[src/rtl/pam4_tx.sv]
// pam4_tx: PAM4 line transmitter. Sends a +3/-3 preamble, then bytes (or PRBS7)
// as Gray-coded symbols, inserting alternating +1/-1 fill symbols when no byte is ready.
// Ports: clk/rst (async active-high), en, prbs_mode, tx_data/tx_valid/tx_ready byte input,
//        DATA/SYM/Sym_en registered line outputs, underrun_cnt saturating fill count.
module pam4_tx #(
  parameter int UI_CLKS = 2,
  parameter int PRE_LEN = 16,
  parameter int LVL_OUT = 96,
  parameter int LVL_IN  = 32
) (
  input  logic              clk,
  input  logic              rst,
  input  logic              en,
  input  logic              prbs_mode,
  input  logic [7:0]        tx_data,
  input  logic              tx_valid,
  output logic              tx_ready,
  output logic signed [7:0] DATA,
  output logic signed [3:0] SYM,
  output logic              Sym_en,
  output logic [7:0]        underrun_cnt
);

  localparam logic [1:0] S_IDLE  = 2'd0;
  localparam logic [1:0] S_PRE   = 2'd1;
  localparam logic [1:0] S_XMIT  = 2'd2;
  localparam logic [1:0] S_DRAIN = 2'd3;

  logic [1:0] state, nstate;
  logic [7:0] ui_cnt;
  logic [7:0] pre_cnt;
  logic [1:0] sym_idx;      // symbols of the current byte already launched (0 = byte boundary)
  logic [7:0] hold;
  logic       full;
  logic [5:0] shift;        // remaining three symbols of the byte in flight
  logic [6:0] lfsr;
  logic       mode_r;       // prbs_mode captured at the byte boundary
  logic       fill_pos;     // polarity of the next fill symbol

  logic              tick, bnd, pay, accept, use_prbs;
  logic [1:0]        prbs_bits;
  logic              launch, do_load, do_fill, adv_lfsr, adv_idx;
  logic signed [3:0] nsym;

  function automatic logic signed [3:0] gray2sym(input logic [1:0] g);
    logic signed [3:0] s;
    case (g)
      2'b00:   s = -4'sd3;
      2'b01:   s = -4'sd1;
      2'b11:   s = 4'sd1;
      default: s = 4'sd3;
    endcase
    return s;
  endfunction

  function automatic logic signed [7:0] sym2lvl(input logic signed [3:0] s);
    logic signed [7:0] l;
    case (s)
      4'sd3:   l = 8'(LVL_OUT);
      4'sd1:   l = 8'(LVL_IN);
      -4'sd1:  l = -8'(LVL_IN);
      -4'sd3:  l = -8'(LVL_OUT);
      default: l = 8'sd0;
    endcase
    return l;
  endfunction

  assign tick      = (state != S_IDLE) && (ui_cnt == 8'(UI_CLKS - 1));
  assign bnd       = (sym_idx == 2'd0);
  assign pay       = (state == S_XMIT) || (state == S_DRAIN);
  assign tx_ready  = (state != S_IDLE) && !full;
  assign accept    = tx_valid && tx_ready;
  // Mode is live only at a boundary; mid-byte the captured value keeps the byte consistent.
  assign use_prbs  = bnd ? prbs_mode : mode_r;
  // Two Fibonacci steps of x^7+x^6+1; the first generated bit is the symbol MSB.
  assign prbs_bits = {lfsr[6] ^ lfsr[5], lfsr[5] ^ lfsr[4]};

  always_comb begin
    nstate = state;
    case (state)
      S_IDLE:  if (en) nstate = S_PRE;
      S_PRE: begin
        if (tick) begin
          if (!en)                                nstate = S_IDLE;
          else if (pre_cnt == 8'(PRE_LEN - 1))    nstate = S_XMIT;
        end
      end
      S_XMIT:  if (!en) nstate = S_DRAIN;
      default: if (tick && bnd) nstate = en ? S_XMIT : S_IDLE;
    endcase
  end

  always_comb begin
    launch   = 1'b0;
    nsym     = 4'sd0;
    do_load  = 1'b0;
    do_fill  = 1'b0;
    adv_lfsr = 1'b0;
    adv_idx  = 1'b0;
    if (tick) begin
      if (state == S_PRE) begin
        if (en) begin
          launch = 1'b1;
          nsym   = pre_cnt[0] ? -4'sd3 : 4'sd3;
        end
      end else if (pay && !(state == S_DRAIN && bnd && !en)) begin
        launch = 1'b1;
        if (use_prbs) begin
          nsym     = gray2sym(prbs_bits);
          adv_lfsr = 1'b1;
          adv_idx  = 1'b1;
        end else if (!bnd) begin
          nsym    = gray2sym(shift[5:4]);
          adv_idx = 1'b1;
        end else if (full) begin
          nsym    = gray2sym(hold[7:6]);
          do_load = 1'b1;
          adv_idx = 1'b1;
        end else begin
          // Fill keeps sym_idx at 0 so the next tick is again a byte boundary.
          nsym    = fill_pos ? 4'sd1 : -4'sd1;
          do_fill = 1'b1;
        end
      end
    end
  end

  always_ff @(posedge clk or posedge rst) begin
    if (rst) begin
      state        <= S_IDLE;
      ui_cnt       <= '0;
      pre_cnt      <= '0;
      sym_idx      <= '0;
      hold         <= '0;
      full         <= 1'b0;
      shift        <= '0;
      lfsr         <= 7'h7F;
      mode_r       <= 1'b0;
      fill_pos     <= 1'b1;
      DATA         <= '0;
      SYM          <= '0;
      Sym_en       <= 1'b0;
      underrun_cnt <= '0;
    end else begin
      state  <= nstate;
      ui_cnt <= (state == S_IDLE || tick) ? 8'd0 : ui_cnt + 8'd1;
      Sym_en <= launch;

      if (nstate == S_IDLE) begin
        DATA <= '0;
        SYM  <= '0;
      end else if (launch) begin
        DATA <= sym2lvl(nsym);
        SYM  <= nsym;
      end

      if (state != S_PRE) pre_cnt <= '0;
      else if (launch)    pre_cnt <= pre_cnt + 8'd1;

      if (nstate == S_IDLE) sym_idx <= '0;
      else if (adv_idx)     sym_idx <= sym_idx + 2'd1;

      if (launch && bnd && pay) mode_r <= prbs_mode;

      if (do_load)                    shift <= hold[5:0];
      else if (adv_idx && !use_prbs)  shift <= {shift[3:0], 2'b00};

      if (adv_lfsr) lfsr <= {lfsr[4:0], prbs_bits};

      // A pending byte does not survive the return to IDLE.
      if (nstate == S_IDLE) begin
        full <= 1'b0;
      end else if (accept) begin
        hold <= tx_data;
        full <= 1'b1;
      end else if (do_load) begin
        full <= 1'b0;
      end

      if (do_fill)                         fill_pos <= ~fill_pos;
      else if (launch || state == S_IDLE)  fill_pos <= 1'b1;

      if (do_fill && underrun_cnt != 8'hFF) underrun_cnt <= underrun_cnt + 8'd1;
    end
  end

endmodule

[config.mk]
export PLATFORM = sky130hd
export DESIGN_NAME = pam4_tx
export DESIGN_NICKNAME = d
export VERILOG_FILES = /design/src/rtl/pam4_tx.sv
export SDC_FILE = /design/constraint.sdc
export NUM_CORES = 1
export LEC_CHECK = 0
export ABC_AREA = 1
export BUFFER_PORTS_ARGS = -buffer_cell sky130_fd_sc_hd__buf_4
export CAP_MARGIN = 20
export CORE_MARGIN = 1
export CORE_UTILIZATION = 45
export CTS_BUF_LIST = sky130_fd_sc_hd__clkbuf_16
export DETAILED_ROUTE_END_ITERATION = 10
export REMOVE_ABC_BUFFERS = 1
export SLEW_MARGIN = 40
export SYNTH_ARGS = -nofsm -noshare
export SYNTH_HDL_FRONTEND = slang
export SYNTH_SLANG_ARGS = --single-unit
[constraint.sdc]
create_clock -name clk -period 3.8 [get_ports clk]
set_input_delay 0.38 -clock clk [delete_from_list [all_inputs] [get_ports clk]]
set_output_delay 0.38 -clock clk [all_outputs]
set_load 0.01 [all_outputs]
# After elaboration in Yosys (flattened, before gate mapping)
# Index checks and enable logic that the tools add are counted.
[word_totals] register_bits=65
[op_classes] bitwise=4 n_mux=63 n_eq_ne=17 n_addsub=4 reduce_logical=32
[ops] operator="4-bit two-way mux" n=11
[ops] operator="8-bit two-way mux" n=5
[ops] operator="4-bit one-hot mux with 3 select lines" n=3
[ops] operator="8-bit one-hot mux with 4 select lines" n=1
[ops] operator="1-bit two-way mux" n=31
[ops] operator="8-bit by 1-bit adder with 8-bit output, second input constant" n=3
[ops] operator="2-bit two-way mux" n=9
[ops] operator="2-bit logical NOT" n=6
[ops] operator="6-bit two-way mux" n=2
[ops] operator="2-bit nonzero test" n=6
[ops] operator="1-bit logical AND" n=11
[ops] operator="2-bit equality test, second input constant" n=5
[ops] operator="2-bit by 1-bit equality test with 1-bit output, second input constant" n=4
[ops] operator="4-bit equality test, second input constant" n=2
[ops] operator="8-bit by 1-bit equality test with 1-bit output, second input constant" n=1
[ops] operator="8-bit by 4-bit equality test with 1-bit output, second input constant" n=1
[ops] operator="8-bit != test, second input constant" n=1
[ops] operator="2-bit one-hot mux with 3 select lines" n=1
[ops] operator="4-bit by 1-bit equality test with 1-bit output, second input constant" n=1
[ops] operator="4-bit by 2-bit equality test with 1-bit output, second input constant" n=1
[ops] operator="1-bit logical NOT" n=4
[ops] operator="1-bit logical OR" n=3
[ops] operator="3-bit nonzero test" n=1
[ops] operator="2-bit by 1-bit adder with 2-bit output, second input constant" n=1
[ops] operator="other kinds (4)" n=6

# Logic depth before layout (Yosys ltp)
# Gate-level depths: netlist of run 1.
[depth] word_depth=12 ltp_mapped=12 depth_no_buf=12

# Least setup slack after synthesis of run 1
# Ideal clock, no wire load.
[synth_path] path_kind="reg-to-reg" from="register sym_idx[0]" to="register underrun_cnt[5]" arrival_ns=1.574 stages_incl_launch_ff=12 synth_period_minus_slack_ns=1.697 path_buffers=0 required_time_ns=3.677 setup_time_ns=0.123 setup_slack_ns=2.103 cell_sequence="dfrtp_1 -> inv_1 -> ha_1 -> nand3_1 -> nand2_1 -> nor2_2 -> nand2_1 -> inv_2 -> nand2_4 -> inv_2 -> nand2_1 -> xor2_1"
[synth_between] elab_chain_cells=9
[synth_rtl] item="start: declaration" line_no="32" text="logic [1:0] sym_idx;"
[synth_rtl] item="start signal: assignment" line_no="161" text="else if (adv_idx) sym_idx <= sym_idx + 2'd1;"
[synth_rtl] item="2-bit logical NOT (*)" line_no="69" text="assign bnd = (sym_idx == 2'd0);"
[synth_rtl] item="1-bit logical AND (2 in series)" line_no="106" text="end else if (pay && !(state == S_DRAIN && bnd && !en)) begin"
[synth_rtl] item="1-bit logical NOT" line_no="106"
[synth_rtl] item="1-bit logical AND" line_no="106"
[synth_rtl] item="1-bit two-way mux (*)" line_no="106"
[synth_rtl] item="1-bit two-way mux (*)" line_no="101" text="if (state == S_PRE) begin"
[synth_rtl] item="1-bit two-way mux (*)" line_no="100" text="if (tick) begin"
[synth_rtl] item="1-bit logical AND (*)" line_no="183" text="if (do_fill && underrun_cnt != 8'hFF) underrun_cnt <= underrun_cnt + 8'd1;"
[synth_rtl] item="end signal: assignment" line_no="183"
[synth_rtl] item="end: declaration" line_no="21" text="output logic [7:0] underrun_cnt"
# Every way passes the cells marked *; elsewhere a longest branch is shown, timed or not.
# A chain may end at the register's enable or synchronous reset.

# Worst setup path in the final report of run 1
[layout_path] from="register state[1]" to="register pre_cnt[2]"
[layout_between] elab_chain_cells=9
[layout_rtl] item="start: declaration" line_no="29" text="logic [1:0] state, nstate;"
[layout_rtl] item="start signal: assignment" line_no="145" text="state <= nstate;"
[layout_rtl] item="2-bit equality test" line_no="70, 106"
[layout_rtl] item="1-bit logical AND (2 in series)" line_no="106"
[layout_rtl] item="1-bit logical NOT" line_no="106"
[layout_rtl] item="1-bit logical AND" line_no="106"
[layout_rtl] item="1-bit two-way mux" line_no="106"
[layout_rtl] item="1-bit two-way mux" line_no="101"
[layout_rtl] item="1-bit two-way mux (*)" line_no="100"
[layout_rtl] item="via launch" line_no="42" text="logic launch, do_load, do_fill, adv_lfsr, adv_idx;"
[layout_rtl] item="2-bit nonzero test (no source line) (*)"
[layout_rtl] item="end signal: assignment" line_no="158" text="else if (launch) pre_cnt <= pre_cnt + 8'd1;"
[layout_rtl] item="end: declaration" line_no="31" text="logic [7:0] pre_cnt;"
# Mark *: on every way through the listed nets, which the timed path passes. The rest lies on a longest branch.

==> metrics list, run 1 <==
- The run finished, with violations left.
- Violations in the final reports: DRC
* Total number of yosys warnings: 0
- From bottom edge to top edge, the die measures 84.9 um.
- After technology mapping, the gate count stands at 378.
- In this run, post-CTS repair resized a total of 0 instances.
* Antenna Cells: 0
- The final layout contains routed wiring with a total length of 6280 um.
- Of the cells placed in the final design, the portion with a size suffix greater than 1 is 17.3%.
* Depth of the CTS H-tree: 3
* Number of different library cells in the post-synthesis netlist: 34
- Setup violations remaining at the end of the flow were counted as 0.
- P&R area growth vs syn: 17.2%
- Share of flip-flops with an asynchronous set or reset: 100%
* Commonest non-fill, non-tap cell in the layout: sky130_fd_sc_hd__nand2_1
* Number of hold buffers added after CTS: 0
- Average size of a mapped cell: 8.18 um^2
* Post-CTS setup repair buffer count: 0
* Vias per cell: 5.05
- Max Transition Viols Final: 0
- Remaining Overflow, GRT: 0
- The count of buffers added on input and output ports is 29.
- The first detailed-routing pass ran for 7 iterations.
- TritonCTS built the clock tree.
- Initial antenna violation count: 0
- Flop and latch count out of synthesis: 58
- For this run, the register share of the synthesized area comes to 47.3%.
- Source-to-sink clock delay at the later pin of the worst-skew pair: 0.32 ns
* Number of buffers created by CTS: 9
- After clock tree synthesis, the clock-pin slew on the worst setup and hold paths is 0.05 ns.
- Worst-case clock buffer depth: 2
* Starting utilization of the core area: 47.6%
- The number of hold violations in the final report came to 0.
- For the worst setup path, the data arrival time is 2.53 ns.
- In the routed design, unresolved DRC markers number 2.
* RSZ-0062 raised after global routing: false
* Via count of the first global-routing pass: 2524
* Clock Root Buffer: sky130_fd_sc_hd__clkbuf_16
* Maximum clock rate: 429 MHz
- In this run the tightest slew margin relative to its limit is 50.6%.
* Required arrival time at the worst endpoint: 4.00 ns
- The final route contains 2484 vias.
- Pin slew with the least headroom to its limit: 0.738 ns
- In this run the static leakage power is 1.85 nW.
- In this run the worst path has a maximum fanout of 13.
- During I/O placement, the number of pins put on the boundary was 35.
- The floorplan step defined a core boundary enclosing 6490 um^2.
- Summed over all failing endpoints, the final setup total negative slack is 0 ns.
- STA classifies the critical path startpoint as a flop.
- Number of enable flip-flop cells after synthesis: 0
- The mapped netlist covers 3090 um^2.
- Die footprint: 7210 um^2
- TritonCTS Sinks: 58
* Post-layout minimum cycle time: 2.33 ns
- In this run the remaining antenna-violating nets after routing total 0.
- After layout, the worst path uses 61.3% of the clock period.
- Global routing usage summed across all routing layers: 20.1%
* Type of element capturing the critical path: flop
- Core Rows: 29
- Power density over the cells: 707 nW/um^2
- Register-to-register setup slack: 1.47 ns
- Dividing the detail-routed wire length by the instance count gives 12.8 um.
- Max capacitance violation total: 0
- Wire length of the first global-routing pass: 11300 um
- For this run, the post-layout net count is 434.
* Post-detailed-placement half-perimeter wirelength: 4630 um
- VDD sags by at most 0.372 mV.
* Main synth FF type: sky130_fd_sc_hd__dfrtp_1
* Routability cong.: 0.812
* DR iter-0 viols: 146
- Most frequent cells in the layout: sky130_fd_sc_hd__nand2_1, sky130_fd_sc_hd__dfrtp_1, sky130_fd_sc_hd__inv_1
* # fillers: 622
- Worst clock skew on the final layout: 0.00551 ns
* Die width: 84.9 um
* Type of the most critical hold path: input pin to asynchronous set/reset pin
* Total power consumption of the routed design: 2.56 mW
* Critical Setup Path Class: flop to flop
- Largest net degree at the start of global routing: 35
[final cells by class]
| cell class | instances | area, um^2 | share of cell area [%] |
|---|---|---|---|
| Clock buffer | 9 | 225 | 6.22 |
| Timing Repair Buffer | 30 | 225 | 6.22 |
| Clock inverter | 7 | 55.1 | 1.52 |
| Inverter | 52 | 195 | 5.39 |
| Tap cell | 77 | 96.3 | 2.66 |
| Sequential cell | 58 | 1460 | 40.3 |
| Multi-Input combinational cell | 259 | 1360 | 37.7 |
[report_power, final]
| part | total [mW] | internal, mW | switching (mW) |
|---|---|---|---|
| clock network | 0.754 | 0.494 | 0.260 |
| registers | 1.01 | 0.854 | 0.155 |
| logic | 0.797 | 0.332 | 0.465 |
| total | 2.56 | 1.68 | 0.880 |
[final timing paths]
path	cells after the start	to	start
worst max register to register	8	pre_cnt[2]	state[1]
worst min register to register	2	lfsr[3]	lfsr[3]
min in group clk	3	hold[5]	tx_data[5]
worst max-delay path	8	pre_cnt[2]	state[1]
worst min-delay path	2	ui_cnt[0]	rst
max in group asynchronous	3	fill_pos	rst
[layer usage]
metal	vias to the layer above	global-route usage, %	wire length (um)
li1	1260	-	-
met1	1170	26.4	3030
met2	46	32.2	2880
met3	8	4.86	282
met4	0	8.17	85
met5	-	0	0
[cells by family after synthesis]
kind of cell    synth area share (%)
other cells                    0.121
simple gates                    27.2
compound gates                  8.13
xor+xnor                        3.68
fa+ha+maj                       4.45
buf+inv                         9.11
flops                           47.3
[flip-flops by register name, indices dropped and copies added, names as in the netlist]
register	flops
DATA	2
SYM	3
Sym_en	1
fill_pos	1
full	1
hold	8
lfsr	7
mode_r	1
pre_cnt	8
shift	6
state	2
sym_idx	2
ui_cnt	8
underrun_cnt	8
[synth_stat cells, drive strengths merged, types with 3 or more instances]
master   n  area share [%]
nand2   94              12
inv     52             6.3
dfrtp   50              40
nor2    43             6.1
nand3   32             5.5
o21ai   18             3.0
buf     11             2.5
ha      11             4.5
a21oi   10             1.6
nor3    10             1.6
xor2     9             2.5
dfstp    8             6.8
a31oi    4            0.81
nand4    4            0.81
xnor2    4             1.1
o31ai    3            0.73
[worst max-delay path, stage by stage, from the launching register on]
cell and delay (ns):
sky130_fd_sc_hd__dfrtp_1 0.42, sky130_fd_sc_hd__nor2_1 0.60, sky130_fd_sc_hd__nand2_1 0.22, sky130_fd_sc_hd__nand2_1 0.12
sky130_fd_sc_hd__nand2_1 0.26, sky130_fd_sc_hd__inv_1 0.27, sky130_fd_sc_hd__nand2_1 0.10, sky130_fd_sc_hd__o21ai_0 0.16
sky130_fd_sc_hd__a21oi_1 0.06
[metrics by stage]
| stage | util [%] | hold slack [ns] | cells | setup slack [ns] | instance area, um^2 |
|---|---|---|---|---|---|
| 2_1_floorplan | - | 0.442 | 369 | 1.94 | 3020 |
| 3_3_place_gp | 51.5 | 0.458 | 476 | 1.60 | 3340 |
| 3_5_place_dp | 51.5 | 0.462 | 476 | 1.52 | 3340 |
| 4_1_cts | 55.8 | 0.123 | 492 | 1.46 | 3620 |
| 5_1_grt | 55.8 | 0.147 | 492 | 1.17 | 3620 |
| 6_report | 55.8 | 0.0965 | 492 | 1.47 | 3620 |
Note: power is estimated with default switching activity, not from simulation.
==> inputs of run 2 (changes only) <==
ABC_AREA = 0   (was 1)
clock period = 2.15 ns   (was 3.8 ns; I/O delays follow)
==> run 2 against run 1 <==
Compared with the run above: the flow still finishes with violations (DRC); non-clock buffer count increased by 20; hold slack better by 0.017 ns; largest power group unchanged; largest cell class unchanged; clock skew is 0.0039 ns higher; cell count decreased by 16%; routed wire length is 3.0% lower; worst setup slack got worse by 1.3 ns.
==> metrics list, run 2 <==
* Outcome: complete, but fails checks
- The checks that failed: DRC.
* Fin. Hold Viols: 0 (unchanged)
- Netlist area before placement: 3020 um^2 (-2.2%)
- Number of enable flip-flop cells after synthesis: 0 (unchanged)
- Worst-case clock buffer depth: 2 (unchanged)
- The post-synthesis cell type count was 57 (+68%).
- The number of antenna cells inserted is 0 (unchanged).
* # fillers: 548 (-12%)
- Delay of the slowest cell on the worst path: 0.48 ns (-0.12 ns)
- Post-detailed-placement half-perimeter wirelength: 4410 um (-4.7%)
- Area share of the leading cell type in the synthesized netlist: 41.4% (+0.90 points)
- After synthesis, the cell types taking the most area are sky130_fd_sc_hd__dfrtp_1, sky130_fd_sc_hd__dfstp_2, sky130_fd_sc_hd__mux2_2.
* Final Net Count: 355 (-18%)
* Commonest non-fill, non-tap cell in the layout: sky130_fd_sc_hd__dfrtp_1
* Core Rows: 29 (unchanged)
- Die footprint: 7050 um^2 (-2.1%)
* Largest net degree at the start of global routing: 37 (+5.7%)
- Clock Root Buffer: sky130_fd_sc_hd__clkbuf_16
- The overall power consumption is 4.04 mW (+58%).
- The number of global-route vias before repair came to 2179 (-14%).
- Worst clock skew on the final layout: 0.00937 ns (+0.00387 ns)
- Wirelength per Cell: 14.7 um (+16%)
- Main synth FF type: sky130_fd_sc_hd__dfrtp_1
* Critical Setup Path Class: flop to flop
- The slowest stage of the critical path is the sky130_fd_sc_hd__or3b_2 cell.
* Buffers plus inverters on the worst setup path: 1 (unchanged)
- Starting utilization of the core area: 47.1% (-0.51 points)
- Data arrival at the endpoint of the critical path: 2.23 ns (-0.30 ns)
- The total DRC errors in the routed layout came to 8 (+6).
- Die width: 84.0 um (-1.1%)
- P&R area growth vs syn: 22.4%
* Source-to-sink clock delay at the later pin of the worst-skew pair: 0.33 ns (about the same)
- The weighted congestion at the end of routability-driven global placement came to 0.846 (+4.1%).
- The transition time at the pin with the least slew margin is 0.506 ns (-0.232 ns).
- The via count normalized by instance count came to 5.52 (+9.3%).
- The switching component of the power came to 1.33 mW (+51%).
- The worst voltage drop across the vdd grid is 0.463 mV (+24%).
- The power density normalized to cell area came to 1090 nW/um^2 (+54%).
- CTS tree: built
* Portion of total power attributed to sequential cells: 38.3% (-1.1 points)
- The core box area is 6420 um^2 (-1.1%).
* Share of total power in combinational logic: 30.9% (-0.2 points)
- The portion of the post-synthesis area used by sequential elements is 48.3% (+1.1 points).
- The number of clock sinks was 58 (unchanged).
- Remaining Overflow, GRT: 0 (unchanged)
- The iteration-0 DRC count of the detailed router came to 126 (-14%).
- Clock slew at reported path FFs: 0.06 ns (about the same)
* RSZ-0062 raised after global routing: false
- Clock Power Share: 30.8% (+1.4 points)
- The final count of pins violating max slew was 0 (unchanged).
- Family of cells with the greatest summed delay on the critical path: simple AND/OR/NAND/NOR gates
- Post-CTS setup repair buffer count: 0 (unchanged)
- Average size of a mapped cell: 10.8 um^2 (+32%)
- The worst max-slew margin expressed relative to the limit is 66.2% (+16 points).
* Share of final-layout standard cells stronger than drive strength 1: 30.1% (+13 points)
- The total length of routed wires came to 6090 um (-3.0%).
- Via count: 2279 (-8.3%)
- The top cell types in the final layout, fill and taps aside, are sky130_fd_sc_hd__dfrtp_1, sky130_fd_sc_hd__buf_4, sky130_fd_sc_hd__nor2_1.
- The number of register bits inferred by synthesis came to 58 (unchanged).
- The total non-filler cell area in the finished layout was 3700 um^2 (+2.2%).
* Wire length of the first global-routing pass: 10400 um (-7.8%)
- Total placed instance area: 3420 um^2 (+2.4%)
* Peak fanout along the critical path: 6 (-7)
* Post-layout minimum cycle time: 2.02 ns (-0.315 ns)
- Depth of the CTS H-tree: 3 (unchanged)
* Max capacitance violation total: 0 (unchanged)
* Detailed-routing iteration count for the pre-antenna-repair pass: 8 (+1)
- By count the netlist is led by sky130_fd_sc_hd__dfrtp_1, sky130_fd_sc_hd__nor2_1, sky130_fd_sc_hd__mux2_2, sky130_fd_sc_hd__a21oi_1.
* Initial antenna violation count: 0 (unchanged)
* Mapped Cells: 280 (-26%)
- Count of input and output buffers: 29 (unchanged)
* Total number of yosys warnings: 0 (unchanged)
* Type of the most critical hold path: input pin to flop
- Antenna Violating Nets Remaining: 0 (unchanged)
- The peak clock frequency supported by timing came to 496 MHz (+16%).
- STA classifies the critical path startpoint as a flop.
- Critical-path cell list: inv_1, ha_1, or3b_2, nor3_1, mux2_2
* Top-level port count: 35 (unchanged)
- The worst setup path is captured at a flop.
- Required arrival time at the worst endpoint: 2.36 ns (-1.64 ns)
- Static leakage power: 1.76 nW (-5.2%)
- Post-route fraction of the period consumed by the critical path: 93.8% (+32 points)
- The final setup violation count is 0 (unchanged).
- Global routing usage summed across all routing layers: 19.0% (-1.1 points)
- The sum of negative setup slack was 0 ns (unchanged).
- Among all cell types in the netlist, the one instantiated most often is sky130_fd_sc_hd__dfrtp_1.
- Dominant cell type by area after synthesis: sky130_fd_sc_hd__dfrtp_1
- Die boundary height: 84.0 um (-1.1%)
- Switching fraction of total power: 33.0% (-1.4 points)
- The fraction of registers with async set/reset is 100% (unchanged).
- Number of buffers created by CTS: 9 (unchanged)
* Internal power consumption: 2.71 mW (+61%)
==> run 2: cell count changes in the layout (fill, tap and decap cells not counted), moves of 4 or more <==
| cell | previous run | this run |
|---|---|---|
| sky130_fd_sc_hd__inv_1 | 48 | 14 |
| sky130_fd_sc_hd__o21ai_0 | 17 | 9 |
| sky130_fd_sc_hd__nand2_1 | 89 | 9 |
| sky130_fd_sc_hd__nand3_1 | 30 | 9 |
| sky130_fd_sc_hd__nor2_2 | 5 | 0 |
| sky130_fd_sc_hd__buf_4 | 30 | 48 |
| sky130_fd_sc_hd__or3_1 | 0 | 5 |
| sky130_fd_sc_hd__nor2_1 | 36 | 24 |
| sky130_fd_sc_hd__xor2_1 | 9 | 14 |
| sky130_fd_sc_hd__mux2_2 | 0 | 16 |
| sky130_fd_sc_hd__mux2i_1 | 0 | 4 |
| sky130_fd_sc_hd__nor3_1 | 10 | 5 |
| sky130_fd_sc_hd__a21oi_1 | 10 | 15 |
| sky130_fd_sc_hd__inv_2 | 7 | 1 |
==> run 2: routing by layer <==
metal	wire [um]	vias up	track usage, %
met1	2980	1110	26.2
met5	0	-	0
met2	2740	50	28.3
met3	269	8	4.75
met4	102	0	8.15
li1	-	1111	-
==> run 2: layout make-up <==
class / instances / area [um^2] / share of cell area (%)
well taps: 77 / 96.3 / 2.60
flip-flops and latches: 58 / 1460 / 39.5
clock inverters: 7 / 38.8 / 1.05
inverters: 14 / 52.6 / 1.42
clock buffers: 9 / 225 / 6.08
repair buffers: 50 / 390 / 10.5
multi-input cells: 198 / 1440 / 38.8
==> run 2: stage by stage <==
stage | utilization [%] | cells | setup WS [ns] | hold slack (ns)
floorplan | - | 270 | 0.0125 | 0.367
global placement | 53.3 | 396 | 0.149 | 0.286
detailed placement | 53.3 | 396 | 0.0902 | 0.288
CTS | 57.5 | 413 | 0.0513 | 0.109
global route | 57.6 | 413 | 0.00796 | 0.112
finish | 57.6 | 413 | 0.134 | 0.114
==> run 2: kinds of logic (layout without fill, tap and decap cells) <==
kind of cell	after synthesis	after routing	share of synthesized area, %
AND/OR/NAND/NOR	87	87	17.1
buffers and inverters	28	80	4.88
adder cells (fa/ha/maj)	11	11	4.55
other	1	5	0.124
multiplexers	20	20	7.28
XOR/XNOR	19	19	5.50
flip-flops	58	58	48.3
AO/OA/AOI/OAI	56	56	12.2
==> run 2: power groups by stage <==
stage	clock network (mW)	logic, mW	registers, mW
final	1.24	1.25	1.54
after global routing	1.33	1.38	1.58
after CTS	1.27	1.24	1.55
after detailed placement	0	1.23	1.56
after global placement	0	1.21	1.55
after floorplan	0	0.751	1.54
==> run 2: worst register-to-register path, stage by stage, from the launching register on <==
cell                      delay (ns)
sky130_fd_sc_hd__dfrtp_1        0.38
sky130_fd_sc_hd__inv_1          0.06
sky130_fd_sc_hd__ha_1           0.25
sky130_fd_sc_hd__or3b_2         0.48
sky130_fd_sc_hd__nor3_1         0.35
sky130_fd_sc_hd__mux2_2         0.37
==> run 2: path summary, 6_finish.rpt <==
path                                  from  slack [ns]              end  cells past startpoint
worst max-delay path            sym_idx[0]        0.13  underrun_cnt[1]                      5
worst min-delay path            tx_data[5]        0.11          hold[5]                      2
worst max register to register  sym_idx[0]        0.13  underrun_cnt[1]                      5
worst min register to register     lfsr[1]        0.50          lfsr[1]                      2
max in group asynchronous              rst        1.04         fill_pos                      4
min in group asynchronous              rst        0.48  underrun_cnt[0]                      3
==> run 2: what timing repair did <==
action                                  4_1_cts  5_1_grt
gates resized for setup                       0        3
hold buffers                                  1        0
endpoints found under the setup margin        0       17
hold endpoints to repair                     22        0
==> inputs of run 3 (changes only) <==
clock period = 2.3 ns   (was 2.15 ns; I/O delays follow)
==> run 3 against run 2 <==
Compared with the run above: the run still ends with DRC left; final area is 0.27% lower; worst setup slack better by 0.089 ns; clock power is 11% higher; sequential share of layout area is 0.11 points higher; clock skew is 0.0035 ns lower; global-route usage hardly changed.
==> metrics list, run 3 (same netlist as run 2, synthesis figures left out) <==
* Max Transition Viols Final: 0 (unchanged)
* Slew HR: 63.5% (-2.7 points)
- Detailed-routing iteration count for the pre-antenna-repair pass: 8 (unchanged)
* Via count: 2249 (-1.3%)
* Type of the most critical hold path: input pin to flop
* Violations in the final reports: DRC
- The fraction of layout cells with a size suffix above 1 was 29.0% (-1.1 points).
- The number of global-route vias before repair came to 2213 (+1.6%).
- DR DRC count: 8 (unchanged)
- Pin slew with the least headroom to its limit: 0.547 ns (+0.0406 ns)
- The worst setup path is of the flop to flop kind.
- The post-detailed-placement half-perimeter wirelength is 4390 um (-0.54%).
- The clock period minus final worst setup slack is 2.08 ns (+0.0614 ns).
* CTS tree: built
- The data required time of the worst path was 2.51 ns (+0.15 ns).
- The weighted congestion at the end of routability-driven global placement came to 0.799 (-5.6%).
- Portion of total power attributed to sequential cells: 36.8% (-1.5 points)
- The count of nets left with antenna violations after detail routing was 0 (unchanged).
- Most frequent cells in the layout: sky130_fd_sc_hd__dfrtp_1, sky130_fd_sc_hd__buf_4, sky130_fd_sc_hd__nor2_1
- The total number of H-tree levels came to 3 (unchanged).
- The ratio of final minimum period to clock period is 90.3% (-3.4 points).
- Type of element capturing the critical path: flop
* Wirelength per Cell: 15.0 um (+1.7%)
- Number of cells on the worst reg-to-reg path: 6 (+1)
- Commonest non-fill, non-tap cell in the layout: sky130_fd_sc_hd__dfrtp_1
- The data arrival at the endpoint of the critical path was 2.29 ns (+0.06 ns).
- Maximum resistive drop on vdd: 0.682 mV (+47%)
- Maximum clock rate: 481 MHz (-3.0%)
* Die boundary height: 84.0 um (unchanged)
- The total length of routed wires came to 6120 um (+0.48%).
* Initial antenna violation count: 0 (unchanged)
* Top-level port count: 35 (unchanged)
- The core box area came to 6420 um^2 (unchanged).
- TritonCTS Sinks: 58 (unchanged)
- Net load switching power: 1.22 mW (-8.1%)
* Vias per cell: 5.51 (-0.11%)
* Switching fraction of total power: 31.0% (-1.9 points)
* RSZ-0062 raised after global routing: false
- Internal power consumption: 2.72 mW (+0.38%)
- Core Rows: 29 (unchanged)
- Remaining Overflow, GRT: 0 (unchanged)
- The first-pass GRT wire length is 10400 um (unchanged).
- Number of buffers created by CTS: 9 (unchanged)
* Die footprint: 7050 um^2 (unchanged)
- The clock network fraction of design power was 35.1% (+4.3 points).
* Cell depth of the worst min-delay path: 2 (unchanged)
- The insertion delay of the later-clocked pin in the worst-skew pair was 0.32 ns (about the same).
- The iteration-0 DRC count of the detailed router was 123 (-2.4%).
- Worst-case clock buffer depth: 2 (unchanged)
* Share of total power in combinational logic: 28.1% (-2.8 points)
- Post-CTS setup repair buffer count: 0 (unchanged)
- Final count of negative-setup-slack endpoints: 0 (unchanged)
* P&R area growth vs syn: 22.1%
* Count of input and output buffers: 29 (unchanged)
- The floorplan die width is 84.0 um (unchanged).
- The global-route total usage across every layer came to 19.0% (about the same).
* Peak fanout along the critical path: 5 (-1)
- Starting utilization of the core area: 47.1% (unchanged)
- Clock slew at reported path FFs: 0.05 ns (about the same)
* Worst clock skew on the final layout: 0.00591 ns (-0.00346 ns)
- The core utilization of the finished layout came to 57.5% (-0.16 points).
- The leakage component of the power was 1.75 nW (-0.34%).
- Power density over the cells: 1070 nW/um^2 (-2.1%)
- The flow ran to the end, but the final reports show violations.
- Antenna Cells: 0 (unchanged)
- Final Net Count: 350 (-1.4%)
* Fin. Hold Viols: 0 (unchanged)
- The largest net degree at the start of global routing came to 28 (-24%).
* Resized cells post-CTS: 0 (unchanged)
- Clock Root Buffer: sky130_fd_sc_hd__clkbuf_16
- The worst setup path is launched from a flop.
- The sum of negative setup slack was 0 ns (unchanged).
- Max capacitance violation total: 0 (unchanged)
-- run 3: through the flow --
step	setup slack (ns)	hold WS (ns)	power, mW	area, um^2	instances
after floorplan	0.162	0.382	2.15	2940	270
after global placement	0.236	0.320	2.54	3370	391
after detailed placement	0.223	0.330	2.57	3370	391
after CTS	0.209	0.134	3.97	3690	408
after global routing	0.0482	0.134	4.16	3690	408
final	0.223	0.138	3.94	3690	408
-- run 3: what timing repair did --
action | CTS | global route
endpoints found under the hold margin | 21 | 0
hold buffers | 1 | 0
setup endpoints to repair | 0 | 0
-- run 3: worst paths after layout --
path                             from        to  slack (ns)
setup / recovery            ui_cnt[1]  shift[0]        0.22
hold / removal             tx_data[1]   hold[1]        0.14
setup reg to reg            ui_cnt[1]  shift[0]        0.22
hold reg to reg               lfsr[1]   lfsr[1]        0.50
max in group asynchronous         rst   lfsr[5]        1.07
min in group asynchronous         rst   hold[5]        0.53
-- run 3: layout make-up --
type | count | area, um^2
Timing Repair Buffer | 45 | 340
Clock inverter | 7 | 86.3
Fill cell | 541 | 2730
Sequential cell | 58 | 1460
Inverter | 14 | 52.6
Multi-Input combinational cell | 198 | 1430
Tap cell | 77 | 96.3
Clock buffer | 9 | 225
-- run 3: power groups by stage --
stage	clock network, mW	logic, mW	registers [mW]
final	1.38	1.11	1.45
after global routing	1.45	1.23	1.48
after CTS	1.41	1.11	1.45
after detailed placement	0	1.10	1.46
after global placement	0	1.08	1.46
after floorplan	0	0.702	1.44
-- run 3: metal layers --
metal / GRT usage (%) / routed length, um
met5: 0 / 0
met4: 9.72 / 125
met3: 3.36 / 250
met2: 28.5 / 2620
met1: 26.4 / 3120
-- run 3: worst max-delay path: stages, from the launching register on --
cell and delay (ns):
sky130_fd_sc_hd__dfrtp_1 0.41, sky130_fd_sc_hd__inv_1 0.07, sky130_fd_sc_hd__ha_1 0.15, sky130_fd_sc_hd__or4b_4 0.51, sky130_fd_sc_hd__nor4_4 0.39, sky130_fd_sc_hd__nand3_1 0.22
sky130_fd_sc_hd__a22o_1 0.22
